--- src/rtl/network_rx_write.sv ---
`default_nettype none
// ============================================================================
//  Module      : network_rx_write
//  Description : GMII receive path for one network interface. Strips the
//                preamble/SFD, packs frame bytes into 134-bit buffer words,
//                writes them at {bufid, line} using a prefetched buffer id,
//                and issues a {length, bufid} descriptor per good frame.
//                Optional macro NRX_CRC_CHECK_EN enables the Ethernet FCS
//                check; without it the FCS is stored unchecked.
//  Revision    : 1.0 - initial release
// ============================================================================
module network_rx_write (
    input  logic         i_clk,
    input  logic         i_rst,
    input  logic [7:0]   iv_gmii_rxd,
    input  logic         i_gmii_rx_dv,
    input  logic         i_gmii_rx_er,
    input  logic [8:0]   iv_pkt_bufid,
    input  logic         i_pkt_bufid_wr,
    output logic         o_pkt_bufid_ack,
    output logic [133:0] ov_pkt_data,
    output logic         o_pkt_data_wr,
    output logic [15:0]  ov_pkt_waddr,
    output logic [20:0]  ov_pkt_descriptor,
    output logic         o_pkt_descriptor_wr,
    output logic         o_inpkt_pulse,
    output logic         o_discard_pulse,
    output logic [1:0]   ov_nrx_state
);

    localparam logic [1:0]  c_ST_IDLE     = 2'd0;
    localparam logic [1:0]  c_ST_PREAMBLE = 2'd1;
    localparam logic [1:0]  c_ST_DATA     = 2'd2;
    localparam logic [1:0]  c_ST_DISCARD  = 2'd3;

    localparam logic [7:0]  c_SFD         = 8'hD5;
    localparam logic [11:0] c_MIN_LEN     = 12'd64;
    localparam logic [11:0] c_MAX_LEN     = 12'd2048;

    localparam logic [1:0]  c_FLAG_FIRST  = 2'b01;
    localparam logic [1:0]  c_FLAG_MID    = 2'b11;
    localparam logic [1:0]  c_FLAG_LAST   = 2'b10;

    // Control and datapath state
    logic [1:0]   state_q,   state_d;
    logic         held_q,    held_d;
    logic [8:0]   bufid_q,   bufid_d;
    logic         ack_q,     ack_d;
    logic [11:0]  cnt_q,     cnt_d;
    logic [6:0]   line_q,    line_d;
    logic [127:0] word_q,    word_d;

    // Registered outputs
    logic [133:0] data_q,    data_d;
    logic         data_wr_q, data_wr_d;
    logic [15:0]  waddr_q,   waddr_d;
    logic [20:0]  desc_q,    desc_d;
    logic         desc_wr_q, desc_wr_d;
    logic         disc_q,    disc_d;

    // Bit offset of the byte slot being filled; slot 0 lands in [127:120]
    logic [6:0]   w_slot;
    // Unused trailing bytes in the final word: (16 - count mod 16) mod 16
    logic [3:0]   w_invalid;
    // High when the frame check sequence is acceptable (always, if unchecked)
    logic         w_crc_ok;

    assign w_slot    = {~cnt_q[3:0], 3'b000};
    assign w_invalid = 4'd0 - cnt_q[3:0];

`ifdef NRX_CRC_CHECK_EN
    // Residue of a correct frame, MSB-first form; the register runs reflected
    localparam logic [31:0] c_CRC_RESIDUE = 32'hC704DD7B;
    localparam logic [31:0] c_CRC_POLY    = 32'hEDB88320;

    logic [31:0] crc_q, crc_d;
    logic [31:0] w_crc_next;
    logic [31:0] w_crc_rev;

    // Next CRC after absorbing the current byte, and the end-of-frame check
    always_comb begin
        w_crc_next = crc_q;
        for (int i = 0; i < 8; i++) begin
            if (w_crc_next[0] ^ iv_gmii_rxd[i]) begin
                w_crc_next = (w_crc_next >> 1) ^ c_CRC_POLY;
            end else begin
                w_crc_next = w_crc_next >> 1;
            end
        end
        w_crc_rev = '0;
        for (int i = 0; i < 32; i++) begin
            w_crc_rev[i] = crc_q[31-i];
        end
        w_crc_ok = (w_crc_rev == c_CRC_RESIDUE);
    end

    // CRC seeds during the preamble and absorbs every byte after the SFD
    always_comb begin
        crc_d = crc_q;
        if (state_q == c_ST_PREAMBLE) begin
            crc_d = 32'hFFFF_FFFF;
        end else if (state_q == c_ST_DATA && i_gmii_rx_dv) begin
            crc_d = w_crc_next;
        end
    end

    // CRC register
    always_ff @(posedge i_clk or posedge i_rst) begin
        if (i_rst) begin
            crc_q <= 32'hFFFF_FFFF;
        end else begin
            crc_q <= crc_d;
        end
    end
`else
    assign w_crc_ok = 1'b1;
`endif

    // Next-state logic: bufid prefetch, frame FSM, word packing and strobes
    always_comb begin
        state_d   = state_q;
        held_d    = held_q;
        bufid_d   = bufid_q;
        ack_d     = 1'b0;
        cnt_d     = cnt_q;
        line_d    = line_q;
        word_d    = word_q;
        data_d    = data_q;
        data_wr_d = 1'b0;
        waddr_d   = waddr_q;
        desc_d    = desc_q;
        desc_wr_d = 1'b0;
        disc_d    = 1'b0;

        // A bufid is taken only while no frame is being stored, so the id
        // used for addressing never changes under an active frame.
        if (!held_q && i_pkt_bufid_wr && (state_q != c_ST_DATA)) begin
            ack_d   = 1'b1;
            held_d  = 1'b1;
            bufid_d = iv_pkt_bufid;
        end

        case (state_q)
            c_ST_IDLE: begin
                if (i_gmii_rx_dv) begin
                    state_d = c_ST_PREAMBLE;
                end
            end

            c_ST_PREAMBLE: begin
                if (!i_gmii_rx_dv) begin
                    state_d = c_ST_IDLE;
                end else if (iv_gmii_rxd == c_SFD) begin
                    if (held_q) begin
                        state_d = c_ST_DATA;
                        cnt_d   = 12'd0;
                        line_d  = 7'd0;
                    end else begin
                        // No buffer to store into: drop the whole frame
                        state_d = c_ST_DISCARD;
                        disc_d  = 1'b1;
                    end
                end
            end

            c_ST_DATA: begin
                if (i_gmii_rx_er) begin
                    disc_d  = 1'b1;
                    state_d = i_gmii_rx_dv ? c_ST_DISCARD : c_ST_IDLE;
                end else if (i_gmii_rx_dv) begin
                    if (cnt_q == c_MAX_LEN) begin
                        // Byte 2049: oversize, the pending word is not written
                        disc_d  = 1'b1;
                        state_d = c_ST_DISCARD;
                    end else begin
                        // A full word is flushed only once a further byte
                        // proves it is not the last one.
                        if ((cnt_q[3:0] == 4'd0) && (cnt_q != 12'd0)) begin
                            data_wr_d = 1'b1;
                            data_d    = {((line_q == 7'd0) ? c_FLAG_FIRST : c_FLAG_MID),
                                         4'd0, word_q};
                            waddr_d   = {bufid_q, line_q};
                            line_d    = line_q + 7'd1;
                        end
                        if (cnt_q[3:0] == 4'd0) begin
                            word_d = {iv_gmii_rxd, 120'd0};
                        end else begin
                            word_d[w_slot +: 8] = iv_gmii_rxd;
                        end
                        cnt_d = cnt_q + 12'd1;
                    end
                end else begin
                    state_d = c_ST_IDLE;
                    if ((cnt_q < c_MIN_LEN) || !w_crc_ok) begin
                        disc_d = 1'b1;
                    end else begin
                        data_wr_d = 1'b1;
                        data_d    = {c_FLAG_LAST, w_invalid, word_q};
                        waddr_d   = {bufid_q, line_q};
                        desc_d    = {cnt_q, bufid_q};
                        desc_wr_d = 1'b1;
                        held_d    = 1'b0;
                    end
                end
            end

            c_ST_DISCARD: begin
                if (!i_gmii_rx_dv) begin
                    state_d = c_ST_IDLE;
                end
            end

            default: begin
                state_d = c_ST_IDLE;
            end
        endcase
    end

    // State and output registers
    always_ff @(posedge i_clk or posedge i_rst) begin
        if (i_rst) begin
            state_q   <= c_ST_IDLE;
            held_q    <= 1'b0;
            bufid_q   <= 9'd0;
            ack_q     <= 1'b0;
            cnt_q     <= 12'd0;
            line_q    <= 7'd0;
            word_q    <= 128'd0;
            data_q    <= 134'd0;
            data_wr_q <= 1'b0;
            waddr_q   <= 16'd0;
            desc_q    <= 21'd0;
            desc_wr_q <= 1'b0;
            disc_q    <= 1'b0;
        end else begin
            state_q   <= state_d;
            held_q    <= held_d;
            bufid_q   <= bufid_d;
            ack_q     <= ack_d;
            cnt_q     <= cnt_d;
            line_q    <= line_d;
            word_q    <= word_d;
            data_q    <= data_d;
            data_wr_q <= data_wr_d;
            waddr_q   <= waddr_d;
            desc_q    <= desc_d;
            desc_wr_q <= desc_wr_d;
            disc_q    <= disc_d;
        end
    end

    assign o_pkt_bufid_ack     = ack_q;
    assign ov_pkt_data         = data_q;
    assign o_pkt_data_wr       = data_wr_q;
    assign ov_pkt_waddr        = waddr_q;
    assign ov_pkt_descriptor   = desc_q;
    assign o_pkt_descriptor_wr = desc_wr_q;
    assign o_inpkt_pulse       = desc_wr_q;
    assign o_discard_pulse     = disc_q;
    assign ov_nrx_state        = state_q;

endmodule
`default_nettype wire
--- config.mk ---
export PLATFORM = sky130hd
export DESIGN_NAME = network_rx_write
export DESIGN_NICKNAME = d
export VERILOG_FILES = /design/src/rtl/network_rx_write.sv
export SDC_FILE = /design/constraint.sdc
export NUM_CORES = 1
export LEC_CHECK = 0
export BUFFER_PORTS_ARGS = -buffer_cell sky130_fd_sc_hd__clkbuf_2
export CAP_MARGIN = 30
export CORE_MARGIN = 4
export CORE_UTILIZATION = 45
export CTS_CLUSTER_SIZE = 12
export DETAILED_ROUTE_END_ITERATION = 6
export GPL_ROUTABILITY_DRIVEN = 0
export PLACE_DENSITY = 0.62
export SYNTH_ARGS = -nofsm -noshare
export SYNTH_HDL_FRONTEND = slang
export SYNTH_SLANG_ARGS = --single-unit
--- constraint.sdc ---
create_clock -name i_clk -period 15.6 [get_ports i_clk]
set_input_delay 3.12 -clock i_clk [delete_from_list [all_inputs] [get_ports i_clk]]
set_output_delay 3.12 -clock i_clk [all_outputs]
set_load 0.005 [all_outputs]
==> results of run 1 <==
flip-flops by register name, indices dropped and copies added, names as in the netlist:
name               cells
o_pkt_bufid_ack        1
o_inpkt_pulse          1
ov_nrx_state           2
ov_pkt_descriptor     21
o_pkt_data_wr          1
held_q                 1
word_q               128
ov_pkt_waddr          16
cnt_q                 12
ov_pkt_data          134
line_q                 7
o_discard_pulse        1
bufid_q                9
synthesized netlist by cell type, types with 7 or more instances:
master | instances | area share [%]
buf_2 | 9 | 0.33
dfrtp_1 | 334 | 61
inv_1 | 12 | 0.33
a21oi_1 | 9 | 0.33
xnor2_1 | 9 | 0.58
nand2_1 | 85 | 2.3
a22o_1 | 37 | 2.4
clkbuf_1 | 25 | 0.69
nand3_1 | 9 | 0.33
buf_12 | 10 | 1.5
nor2_1 | 25 | 0.69
ha_1 | 11 | 1.0
nor3_1 | 9 | 0.33
nand2b_1 | 7 | 0.32
o21ai_0 | 50 | 1.8
mux2_2 | 46 | 3.8
a32o_1 | 24 | 1.8
o2bb2ai_1 | 48 | 3.1
mux2_1 | 124 | 10
metal layers:
metal | up-vias | GRT usage, %
li1 | 4039 | -
met4 | 0 | 4.08
met2 | 269 | 30.6
met5 | - | 0
met1 | 4601 | 28.9
met3 | 40 | 4.41
cell type report:
class | instances | area [um2]
Fill cell | 2593 | 13800
Sequential cell | 334 | 8360
Multi-Input combinational cell | 594 | 4760
Timing Repair Buffer | 205 | 1090
Clock buffer | 52 | 1040
Tap cell | 390 | 488
Clock inverter | 9 | 113
Inverter | 13 | 56.3
cell families after synthesis:
family                     count (synthesis)
AOI/OAI and AO/OA                        212
xor gates and xnor gates                  12
adders and majority gates                 11
buffers and inverters                     69
DFF                                      334
muxes                                    171
and+or+nand+nor                          188
power groups by stage:
stage	registers [mW]	logic [mW]	clock network (mW)
2_1_floorplan	0.894	0.0510	0
3_3_place_gp	0.895	0.0746	0
3_5_place_dp	0.895	0.0742	0
4_1_cts	0.879	0.0745	0.852
5_1_grt	0.880	0.0843	0.888
6_report	0.879	0.0743	0.833
worst max-delay path: cells and delay by family:
family	cells	cell delay (ns)
AND/OR/NAND/NOR	4	1.81
AO/OA/AOI/OAI	1	0.32
buffers and inverters	1	0.25
through the flow:
| step | area [um2] | utilization, % | total power [mW] |
|---|---|---|---|
| global placement | 14700 | 49.6 | 0.969 |
| finish | 15900 | 53.5 | 1.79 |
| CTS | 15900 | 53.4 | 1.81 |
| floorplan | 13600 | - | 0.945 |
| detailed placement | 14700 | 49.6 | 0.969 |
| global route | 15900 | 53.5 | 1.85 |
worst max path at each step:
stage / to / slack [ns] / cells past startpoint
finish: word_q[88]$_DFFE_PP0P_ / 10.48 / 6
global route: word_q[95]$_DFFE_PP0P_ / 10.33 / 6
CTS: word_q[88]$_DFFE_PP0P_ / 10.54 / 6
detailed placement: word_q[95]$_DFFE_PP0P_ / 9.99 / 6
global placement: word_q[106]$_DFFE_PP0P_ / 10.07 / 6
floorplan: bufid_q[0]$_DFFE_PP0P_ / 3.23 / 1
==> reports/metrics.csv, run 1 <==
metric,value,unit
antenna_found_initial,0,
post_cts_buffers,0,
crit_type,input pin to register,
dp.cells,1535,
min_path_type,register to register,
core,29700,um2
layout_commonest_cell,dfrtp_1,
p_leak,8.05,nW
crit_top_cell,nand2_1,
end_kind,register,
max_cap_viol_count,0,
period_needed,5.12,ns
cts_buffer_depth,3,
timing.fmax,195,MHz
num-nets-final,1218,
maxSlewViolCount,0,
crit_path_top_delay_cell,and2_1,
synth_compound_area_share,12.0,%
syn_to_final_growth,16.9,%
via_per_inst,5.60,
wire_per_inst,20.6,um
synth_mux_area_share,14.1,%
first_global_vias,9065,
grt_pass1_wl,52600,um
holdBufCountCts,0,
synth_top_family_by_area,multiplexers,
wl_met1,15200,um
gr-total-overflow,0,
drive_gt1_share,26.3,%
crit_fanout,14,
seqPwrFrac,49.2,%
ys_warn_count,0,
clkTransAtPathRegs,0.06,ns
cts.repair.resized,0,
rr_endpoint,word_q[95]$_DFFE_PP0P_,
postSynth.asyncResetShare,100,%
worst_pin_slew,1.13,ns
dieHeight,182,um
hpwlAfterDp,21400,um
insertion_delay,0.52,ns
critPathRequiredTime,16.00,ns
htree_levels,2,
hold_depth,2,
grtUsageTotal,19.7,%
drtPass1Iterations,5,
pre_cts_ws,9.99,ns
holdPathEnd,word_q[36]$_DFFE_PP0P_,
dr_total_vias,8949,
synth_xor_area_share,0.772,%
finalHoldViolCount,0,
min_from,word_q[36]$_DFFE_PP0P_,
fp.dieW,182,um
max_stage_delay,0.67,ns
switchingPower,393,uW
io_buffers,199,
status,finished clean,
synth_edf_count,0,
pin_count,200,
syn_avg_cell_area,13.6,um2
synthFlopType,dfrtp_1,
start_kind,input pin,
rsz0062_at_grt,false,
final_cell_mix,"dfrtp_1 (334), clkbuf_2 (199), mux2_1 (124), nand2_1 (85), o21ai_0 (50)",
critPathLaunch,i_gmii_rx_dv,
power_per_cell_area,112,nW/um2
cts_buffers,37,
cts_tree,built,
finalSetupTns,0,ns
num_rows,63,
synth_seq_cells,334,
grt_max_degree,190,
p_int,1.39,mW
drt_iter0_markers,644,
switching_share,22.0,%
n_antenna_cell,0,
crit_chain,clkbuf_2 > nand2_1 > nor2_1 > and2_1 > nand2_1 > a32o_1,
period_share,32.8,%
setup_violations,0,
routed-wl-met3,2080,um
wl,32900,um
antenna_left,0,
reg2reg_slack,12.03,ns
layout_setup_ws,10.48,ns
stdcell_count,1597,
p_comb_share,4.2,%
netlist_area,13600,um2
synth_cell_type_count,68,
top_layer,met4,
dieArea,33100,um2
ir_worst_vdd,0.0846,mV
r2r_start,cnt_q[0]$_DFFE_PP0P_,
seq_area_frac_synth,61.4,%
wl_met2,15000,um
synthAdderAreaFrac,1.01,%
yosys.area_share.simple,7.03,%
critical_path_arrival,5.51,ns
synthCells,997,
holdWs,0.475,ns
clkPwrFrac,46.6,%
cts_root_buf,clkbuf_16,
initial_core_util,45.8,%
clock_skew,0.0200,ns
syn_nets,1030,
slew_headroom,24.9,%
drc,0,
r2r_cells,5,
clock_sinks,334,
(Power assumes the default switching activity.)
==> inputs of run 2 (changes only) <==
ABC_AREA = 1   (was default)
PLACE_DENSITY = 0.65   (was 0.62)
clock period = 4.3 ns   (was 15.6 ns; I/O delays follow)
==> reports/metrics.csv, run 2 <==
metric,value,unit,change
status,finished clean,,unchanged
max_stage_delay,0.56,ns,was 0.67 ns
core,31500,um2,was 29700 um2
htree_levels,2,,unchanged
synth_seq_cells,334,,unchanged
critPathRequiredTime,4.70,ns,was 16.00 ns
cts_buffer_depth,3,,unchanged
holdWs,0.402,ns,was 0.475 ns
crit_fanout,62,,was 14
clkTransAtPathRegs,0.06,ns,about the same
setup_violations,0,,unchanged
finalHoldViolCount,0,,unchanged
crit_type,register to register,,was input pin to register
dieArea,34800,um2,was 33100 um2
wire_per_inst,15.5,um,was 20.6 um
synth_edf_count,0,,unchanged
synth_xor_area_share,0.488,%,was 0.772%
synth_top_family_by_area,simple AND/OR/NAND/NOR gates,,was multiplexers
first_global_vias,11300,,was 9065
grtUsageTotal,20.6,%,was 19.7%
drtPass1Iterations,6,,was 5
slew_headroom,45.1,%,was 24.9%
wl,36200,um,was 32900 um
synth_mux_area_share,0,%,was 14.1%
r2r_cells,10,,was 5
drive_gt1_share,16.4,%,was 26.3%
layout_commonest_cell,nand2_1,,was dfrtp_1
crit_chain,inv_1 > ha_1 > inv_2 > or2_1 > nor2_2 > nand2_4 > inv_4 > nand2_1 > nand2_1 > nand2_1,,was clkbuf_2 > nand2_1 > nor2_1 > and2_1 > nand2_1 > a32o_1
post_cts_buffers,0,,unchanged
antenna_left,0,,unchanged
clock_sinks,334,,unchanged
end_kind,register,,unchanged
fin_area,16900,um2,was 15900 um2
dr_total_vias,11500,,was 8949
antenna_found_initial,2,,was 0
postSynth.asyncResetShare,100,%,unchanged
dp.cells,2275,,was 1535
drc,0,,unchanged
yosys-top-cells-area,"dfrtp_1 (58%), nand2_1 (25%), o21ai_0 (2.7%)",,"was dfrtp_1 (61%), mux2_1 (10%), mux2_2 (3.8%)"
stdcell_count,2343,,was 1597
dieHeight,187,um,was 182 um
crit_top_cell,nand2_1,,unchanged
yosysMostFrequentCell,nand2_1,,was dfrtp_1
pin_count,200,,unchanged
period_share,75.9,%,
syn_nets,1759,,was 1030
place_area,15700,um2,was 14700 um2
synth_cell_type_count,38,,was 68
start_kind,register,,was input pin
synth.top_cells.by_count,"nand2_1 (938), dfrtp_1 (334), nor2_1 (96)",,"was dfrtp_1 (334), mux2_1 (124), nand2_1 (85)"
cp.depth,10,,was 6
crit_path_top_delay_cell,ha_1,,was and2_1
synthAdderAreaFrac,0.959,%,was 1.01%
syn_to_final_growth,17.8,%,was 16.9%
cts_root_buf,clkbuf_16,,unchanged
ys_warn_count,0,,unchanged
finalCoreUtilization,53.7,%,was 53.5%
fp.dieW,187,um,was 182 um
layout_setup_ws,1.04,ns,was 10.48 ns
synthCells,1726,,was 997
grt_max_degree,145,,was 190
holdBufCountCts,0,,unchanged
worst_pin_slew,0.819,ns,was 1.13 ns
crit_family,simple AND/OR/NAND/NOR gates,,unchanged
seq_area_frac_synth,58.3,%,was 61.4%
ir_worst_vdd,0.422,mV,was 0.0846 mV
min_path_type,input pin to async pin,,was register to register
via_per_inst,4.91,,was 5.60
synthFlopType,dfrtp_1,,unchanged
p_leak,9.36,nW,was 8.05 nW
power_per_cell_area,503,nW/um2,was 112 nW/um2
max_cap_viol_count,0,,unchanged
finalPower,8.49,mW,was 1.79 mW
pre_cts_ws,1.05,ns,was 9.99 ns
critical_path_arrival,3.67,ns,was 5.51 ns
timing.fmax,306,MHz,
cts.repair.resized,0,,unchanged
maxSlewViolCount,0,,unchanged
gr-total-overflow,0,,unchanged
netlist_area,14300,um2,was 13600 um2
hpwlAfterDp,25100,um,was 21400 um
finalSetupTns,0,ns,unchanged
initial_core_util,45.6,%,was 45.8%
synth_top_cell_area_share,58.3,%,was 61.4%
drt_iter0_markers,975,,was 644
yosys.area.top_type,dfrtp_1,,unchanged
rsz0062_at_grt,false,,unchanged
cts_buffers,38,,was 37
io_buffers,199,,unchanged
final_cell_mix,"nand2_1 (938), dfrtp_1 (334), clkbuf_2 (199), nor2_1 (96), o21ai_0 (77)",,"was dfrtp_1 (334), clkbuf_2 (199), mux2_1 (124), nand2_1 (85), o21ai_0 (50)"
yosys.area_share.simple,31.8,%,was 7.03%
cp_num_buf_inv,3,,was 1
grt_pass1_wl,59500,um,was 52600 um
num_rows,65,,was 63
largest_reg_flops,134,,unchanged
period_needed,3.26,ns,
cts_tree,built,,unchanged
synth_compound_area_share,3.87,%,was 12.0%
clock_skew,0.0200,ns,about the same
num-nets-final,1946,,was 1218
syn_avg_cell_area,8.31,um2,was 13.6 um2
insertion_delay,0.53,ns,was 0.52 ns
==> run 2: cell types whose count changed after synthesis, moves of 9 or more <==
| cell | previous run | this run |
|---|---|---|
| mux2_2 | 46 | 0 |
| o2bb2ai_1 | 48 | 0 |
| a32o_1 | 24 | 0 |
| nor2_1 | 25 | 96 |
| o21ai_0 | 50 | 77 |
| a22o_1 | 37 | 0 |
| mux2_1 | 124 | 0 |
| o21ai_1 | 1 | 10 |
| nand2_1 | 85 | 938 |
| buf_2 | 9 | 21 |
| inv_1 | 12 | 68 |
| nand2_2 | 0 | 15 |
| buf_12 | 10 | 0 |
| nand3_1 | 9 | 31 |
==> run 2: where the power goes <==
group          switching [mW]  leakage [nW]  internal (mW)  total, mW
logic                    1.09          4.18          0.513       1.60
registers               0.196          4.57           3.51       3.71
clock network            1.24         0.609           1.94       3.18
total                    2.53          9.36           5.96       8.49
==> run 2: layer usage <==
layer,vias up,global-route usage (%),share of wire (%)
li1,5693,-,-
met2,303,32.6,46
met4,0,6.43,2.5
met5,-,0,0
met1,5451,28.8,46
met3,62,4.28,6.1
==> run 2: final cells by class <==
cell class / count / area, um2
fill: 2984 / 14600
sequential: 334 / 8360
multi-input combinational: 1254 / 5330
timing repair buffer: 209 / 1150
clock buffer: 55 / 1080
tap: 402 / 503
inverter: 76 / 302
clock inverter: 11 / 153
antenna: 2 / 5.00
==> run 2: worst paths after layout <==
path | start | endpoint | slack, ns
setup / recovery | ov_nrx_state[0]$_DFFE_PP0P_ | word_q[119]$_DFFE_PP0P_ | 1.04
hold / removal | i_rst | word_q[1]$_DFFE_PP0P_ | 0.40
setup reg to reg | ov_nrx_state[0]$_DFFE_PP0P_ | word_q[119]$_DFFE_PP0P_ | 1.04
hold reg to reg | word_q[95]$_DFFE_PP0P_ | ov_pkt_data[95]$_DFFE_PP0P_ | 0.46
max in group asynchronous | i_rst | line_q[1]$_DFFE_PP0P_ | 2.89
min in group i_clk | word_q[95]$_DFFE_PP0P_ | ov_pkt_data[95]$_DFFE_PP0P_ | 0.46
==> run 2: worst reg2reg max path, cell delays in order, from the launching register on <==
cell	delay, ns
dfrtp_1	0.42
inv_1	0.13
ha_1	0.56
inv_2	0.27
or2_1	0.31
nor2_2	0.16
nand2_4	0.20
inv_4	0.56
nand2_1	0.35
nand2_1	0.14
nand2_1	0.06
==> run 2: kinds of logic (layout without fill, tap and decap cells) <==
kind of cell	Yosys count	after routing
other	0	2
buffers and inverters	138	351
AND/OR/NAND/NOR	1132	1132
AO/OA/AOI/OAI	103	103
XOR/XNOR	8	8
flip-flops	334	334
adder cells (fa/ha/maj)	11	11
